## src/rtl/ce_seq_pkg.sv

```systemverilog
// ============================================================================
// Module  : ce_seq_pkg
// Brief   : Shared types and sizing helpers for the clock-enable sequencer.
// Revision: 1.0 - initial release
// ============================================================================
`default_nettype none

package ce_seq_pkg;

  typedef enum logic [1:0] {
    ST_IDLE = 2'd0,
    ST_ARM  = 2'd1,
    ST_RUN  = 2'd2,
    ST_HOLD = 2'd3
  } ce_state_e;

  // Timer must reach the last channel's fall point without wrapping.
  function automatic int ce_seq_tw(input int gap, input int nch,
                                   input int stagger, input int len);
    return $clog2(gap + (nch - 1) * stagger + len + 2);
  endfunction

  // Rise offset of channel idx, measured from the release edge.
  function automatic int ce_seq_start(input int gap, input int stagger,
                                      input int idx);
    return gap + idx * stagger;
  endfunction

endpackage

`default_nettype wire

```

## src/rtl/ce_window_gen.sv

```systemverilog
// ============================================================================
// Module  : ce_window_gen
// Brief   : One clock-enable channel: registered timer-window comparator.
// Revision: 1.0 - initial release
// ============================================================================
`default_nettype none

module ce_window_gen #(
  parameter int TW    = 2,
  parameter int START = 0,
  parameter int LEN   = 2
) (
  input  logic          clk,
  input  logic          rst,
  input  logic [TW-1:0] t,
  input  logic          run,
  input  logic          clear,
  output logic          ce
);

  logic w_hit;

  // LEN of zero turns the window into a level that holds once reached.
  assign w_hit = (int'(t) >= START) && ((LEN == 0) || (int'(t) < START + LEN));

  always_ff @(posedge clk or negedge rst) begin
    if (!rst)       ce <= 1'b0;
    else if (clear) ce <= 1'b0;
    else if (run)   ce <= w_hit;
  end

endmodule

`default_nettype wire

```

## src/rtl/ce_release_sequencer.sv

```systemverilog
// ============================================================================
// Module  : ce_release_sequencer
// Brief   : Qualifies a held soft-reset request, then emits staggered CE windows.
// Revision: 1.0 - initial release
// ============================================================================
`default_nettype none

module ce_release_sequencer
  import ce_seq_pkg::*;
#(
  parameter int NCH      = 4,
  parameter int HOLD_CYC = 2,
  parameter int GAP      = 1,
  parameter int STAGGER  = 0,
  parameter int CE_LEN   = 2
) (
  input  logic           clk,
  input  logic           rst,
  input  logic           sreq,
  output logic [NCH-1:0] ce,
  output logic           busy,
  output logic           done,
  output logic           short_err,
  output logic           abort
);

  localparam int c_tw  = ce_seq_tw(GAP, NCH, STAGGER, CE_LEN);
  localparam int c_hw  = $clog2(HOLD_CYC + 1);
  localparam int c_end = ce_seq_start(GAP, STAGGER, NCH - 1) + CE_LEN;
  localparam logic [c_tw-1:0] c_end_t = c_tw'(c_end);
  localparam logic [c_hw-1:0] c_hold  = c_hw'(HOLD_CYC);

  ce_state_e       r_state, w_state_nxt;
  logic [c_hw-1:0] r_hold, w_hold_nxt;
  logic [c_tw-1:0] r_t, w_t_nxt;
  logic            r_busy, r_done, r_serr, r_abort;
  logic            w_busy_nxt, w_done_nxt, w_serr_nxt, w_abort_nxt;
  logic            w_ld, w_clr;

  always_ff @(posedge clk or negedge rst) begin
    if (!rst) begin
      r_state <= ST_IDLE;
      r_hold  <= '0;
      r_t     <= '0;
      r_busy  <= 1'b0;
      r_done  <= 1'b0;
      r_serr  <= 1'b0;
      r_abort <= 1'b0;
    end else begin
      r_state <= w_state_nxt;
      r_hold  <= w_hold_nxt;
      r_t     <= w_t_nxt;
      r_busy  <= w_busy_nxt;
      r_done  <= w_done_nxt;
      r_serr  <= w_serr_nxt;
      r_abort <= w_abort_nxt;
    end
  end

  // w_ld marks edges where the channels sample the timer; w_clr drops them all.
  always_comb begin
    w_state_nxt = r_state;
    w_hold_nxt  = r_hold;
    w_t_nxt     = r_t;
    w_ld        = 1'b0;
    w_clr       = 1'b0;
    case (r_state)
      ST_IDLE: begin
        if (sreq) begin
          w_state_nxt = ST_ARM;
          w_hold_nxt  = c_hw'(1);
          w_clr       = 1'b1;
        end
      end
      ST_ARM: begin
        if (sreq) begin
          if (r_hold != c_hold) w_hold_nxt = r_hold + c_hw'(1);
        end else if (r_hold != c_hold) begin
          w_state_nxt = ST_IDLE;
        end else begin
          w_state_nxt = ST_RUN;
          w_t_nxt     = '0;
          w_ld        = 1'b1;
        end
      end
      ST_RUN: begin
        if (sreq) begin
          w_state_nxt = ST_ARM;
          w_hold_nxt  = c_hw'(1);
          w_clr       = 1'b1;
        end else begin
          w_t_nxt = r_t + c_tw'(1);
          w_ld    = 1'b1;
        end
      end
      ST_HOLD: begin
        if (sreq) begin
          w_state_nxt = ST_ARM;
          w_hold_nxt  = c_hw'(1);
          w_clr       = 1'b1;
        end
      end
      default: w_state_nxt = ST_IDLE;
    endcase
    if (w_ld && (w_t_nxt == c_end_t))
      w_state_nxt = (CE_LEN == 0) ? ST_HOLD : ST_IDLE;
  end

  always_comb begin
    w_busy_nxt  = (w_state_nxt == ST_ARM) || (w_state_nxt == ST_RUN);
    w_done_nxt  = w_ld && (w_t_nxt == c_end_t);
    w_serr_nxt  = (r_state == ST_ARM) && !sreq && (r_hold != c_hold);
    w_abort_nxt = (r_state == ST_RUN) && sreq;
  end

  generate
    for (genvar i = 0; i < NCH; i++) begin : g_ch
      ce_window_gen #(
        .TW    (c_tw),
        .START (ce_seq_start(GAP, STAGGER, i)),
        .LEN   (CE_LEN)
      ) u_win (
        .clk   (clk),
        .rst   (rst),
        .t     (w_t_nxt),
        .run   (w_ld),
        .clear (w_clr),
        .ce    (ce[i])
      );
    end
  endgenerate

  assign busy      = r_busy;
  assign done      = r_done;
  assign short_err = r_serr;
  assign abort     = r_abort;

endmodule

`default_nettype wire

```

## config.mk

```make
export PLATFORM = sky130hd
export DESIGN_NAME = ce_release_sequencer
export DESIGN_NICKNAME = d
export VERILOG_FILES = /design/src/rtl/ce_seq_pkg.sv /design/src/rtl/ce_window_gen.sv /design/src/rtl/ce_release_sequencer.sv
export SDC_FILE = /design/constraint.sdc
export NUM_CORES = 1
export LEC_CHECK = 0
export CAP_MARGIN = 20
export CORE_ASPECT_RATIO = 0.9
export CORE_MARGIN = 8
export CORE_UTILIZATION = 25
export CTS_BUF_LIST = sky130_fd_sc_hd__clkbuf_2
export CTS_CLUSTER_DIAMETER = 50
export DETAILED_ROUTE_END_ITERATION = 12
export GPL_ROUTABILITY_DRIVEN = 0
export PLACE_DENSITY_LB_ADDON = 0.08
export SYNTH_ARGS = -nofsm -noshare
export SYNTH_HDL_FRONTEND = slang
export SYNTH_SLANG_ARGS = --single-unit
```

## constraint.sdc

```tcl
create_clock -name clk -period 3.1 [get_ports clk]
set_input_delay 0.465 -clock clk [delete_from_list [all_inputs] [get_ports clk]]
set_output_delay 0.465 -clock clk [all_outputs]
set_load 0.02 [all_outputs]
```

==> flow_summary.json <==
{
  "diodes": 0,
  "maxSlewHeadroom": 0.643,
  "crit_path_end_kind": "flip-flop",
  "finalCritPeriodShare": 0.777,
  "finalMaxSlewViolations": 0,
  "postSynthAreaPerCell_um2": 9.73,
  "boundaryPins": 11,
  "regToRegSetupSlack_ns": 0.69,
  "critPathArrivalTime_ns": 2.57,
  "stdcell_count": 112,
  "vias": 524,
  "n_fill_cell": 300,
  "finalHoldViolCount": 0,
  "cts_buffer_depth": 2,
  "start_util": 0.259,
  "htreeDepth": 1,
  "grt_pass1_vias": 515,
  "fp-row-count": 18,
  "pre_cts_ws_ns": 0.647,
  "rr_worst_depth": 7,
  "synthesis.nets": 79,
  "die_w_um": 71.8,
  "setup.worst_path.start_class": "flip-flop",
  "clk_latency_ns": 0.26,
  "routedWlPerCell_um": 12.4,
  "nets": 90,
  "leakage_nw": 0.387,
  "maxCapViolations": 0,
  "setup_viol": 0,
  "cp_data_required_time_ns": 3.26,
  "crit_fanout": 6,
  "dp_cells": 108,
  "fin_skew_ns": 0.00372,
  "vdd_drop_max_mv": 0.337,
  "grt_overflow": 0,
  "status": "completed",
  "power_uw": 593,
  "rsz0062_at_grt": "false",
  "drc": 0,
  "layout_common_cells": "dfrtp_1, clkdlybuf4s50_1, inv_1",
  "wl_mm": 1.39,
  "ctsHoldBuffers": 0,
  "path_class": "reg2reg",
  "holdWs_ns": 0.534,
  "yosys.cell_types.count": 34,
  "area_delta_synth_final_pct": 18.6,
  "drt_iter0_drc": 9,
  "ys_ff_latch": 12,
  "fin_crit_ns": 2.41,
  "tritoncts": "built",
  "crit_path_start": "r_state[0]",
  "worstReg2RegEnd": "g_ch[0].u_win.ce",
  "setup-tns-final_ns": 0,
  "gr-usage-all-layers": 0.0641,
  "netlist_area_um2": 701,
  "holdCritPathClass": "in2async",
  "hpwl_mm": 1.05,
  "cts-resized-gates": 0,
  "drtPass1Iterations": 4,
  "grt_pass1_wl_mm": 2.37,
  "antenna_found_initial": 0,
  "layout_setup_ws_ns": 0.691,
  "avgViaCountPerCell": 4.68,
  "path_clk_slew_ns": 0.12,
  "cts_sinks": 12,
  "yosysSeqAreaShare": 0.429,
  "final_common_cell": "dfrtp_1",
  "final_layout_size_suffix_gt1_frac": 0.110,
  "yosys_warnings": 0,
  "grt_max_degree": 13,
  "cts_root_buf": "clkbuf_2",
  "power_density_nw_per_um2": 713,
  "dieArea_um2": 4760,
  "cts_setup_buffers": 0,
  "die_y_um": 66.2,
  "synthCells": 72,
  "cts_buffers": 3,
  "portBuffers": 10,
  "antenna_left": 0,
  "fmax_mhz": 415,
  "worst_pin_slew_ns": 0.534,
  "r2r_start": "r_state[0]",
  "core_area_um2": 2700
}
==> critical path, stage by stage (launching register included) <==
cell     delay (ns)
dfrtp_1        0.38
inv_1          0.05
ha_1           0.35
or3_1          0.41
o21a_2         0.16
or4_4          0.50
and4b_1        0.19
o31a_1         0.27
==> through the flow <==
stage,instance area [um2],util
after floorplan,701,-
after global placement,812,0.300
after detailed placement,812,0.300
after CTS,831,0.307
after global routing,831,0.307
final,831,0.307
==> power breakdown <==
| group | internal (mW) | switching [mW] | total, mW |
|---|---|---|---|
| combinational | 0.135 | 0.161 | 0.296 |
| sequential | 0.193 | 0.0236 | 0.217 |
| clock | 0.0280 | 0.0516 | 0.0796 |
| total | 0.357 | 0.236 | 0.593 |
==> sequential cells by signal, summed over array words and instances (netlist names) <==
| name | flops |
|---|---|
| abort | 1 |
| busy | 1 |
| done | 1 |
| g_ch.u_win.ce | 1 |
| r_hold | 2 |
| r_state | 2 |
| r_t | 3 |
| short_err | 1 |
==> layer usage <==
| layer | vias to the layer above | share of wire | global-route usage |
|---|---|---|---|
| met4 | 0 | 0.0058 | 0.0229 |
| li1 | 266 | - | - |
| met5 | - | 0 | 0 |
| met1 | 247 | 0.48 | 0.0779 |
| met2 | 9 | 0.45 | 0.0932 |
| met3 | 2 | 0.061 | 0.0348 |
==> worst max-delay path by stage <==
stage | endpoint | cells after the start
4_1_cts | g_ch[0].u_win.ce | 7
5_1_grt | g_ch[0].u_win.ce | 7
3_3_place_gp | g_ch[0].u_win.ce | 6
2_1_floorplan | g_ch[0].u_win.ce | 7
3_5_place_dp | g_ch[0].u_win.ce | 6
6_report | g_ch[0].u_win.ce | 7
==> synth_stat cells (all sizes together) <==
library cell  instances  area (um2)
nor3                  1        5.00
or3                   1        6.26
a21oi                 4        20.0
and2b                 2        16.3
or4                   1        11.3
or4b                  1        10.0
and4b                 1        10.0
nor3b                 1        7.51
a32oi                 1        8.76
nor2                  7        26.3
xnor2                 1        8.76
a21o                  1        7.51
o22ai                 1        6.26
ha                    4        50.1
a211oi                1        12.5
inv                   9        33.8
and2                  1        6.26
mux2i                 1        10.0
nand2                 2        7.51
o21a                  1        8.76
o2111a                1        11.3
o31a                  1        8.76
o21ai                 5        25.0
or2b                  1        7.51
clkbuf                1        3.75
a22o                  1        10.0
or3b                  1        8.76
or2                   1        6.26
dfrtp                12         300
nand4bb               1        11.3
buf                   4        30.0
nand3                 1        5.00
==> cell type report <==
type,count,area (um2),area share
clock buffer,3,15.0,0.0181
inverter,9,33.8,0.0407
sequential,12,300,0.361
timing repair buffer,11,108,0.130
multi-input combinational,46,333,0.401
tap,30,37.5,0.0452
clock inverter,1,3.75,0.00452
==> kinds of logic (layout without fill, tap and decap cells) <==
kind of cell	after synthesis	after routing	synth area share
buffers and inverters	14	24	0.0964
muxes	1	1	0.0143
DFF	12	12	0.429
adders and majority gates	4	4	0.0714
AOI/OAI and AO/OA	17	17	0.170
xor gates and xnor gates	1	1	0.0125
and+or+nand+nor	23	23	0.207
(Power assumes the default switching activity.)
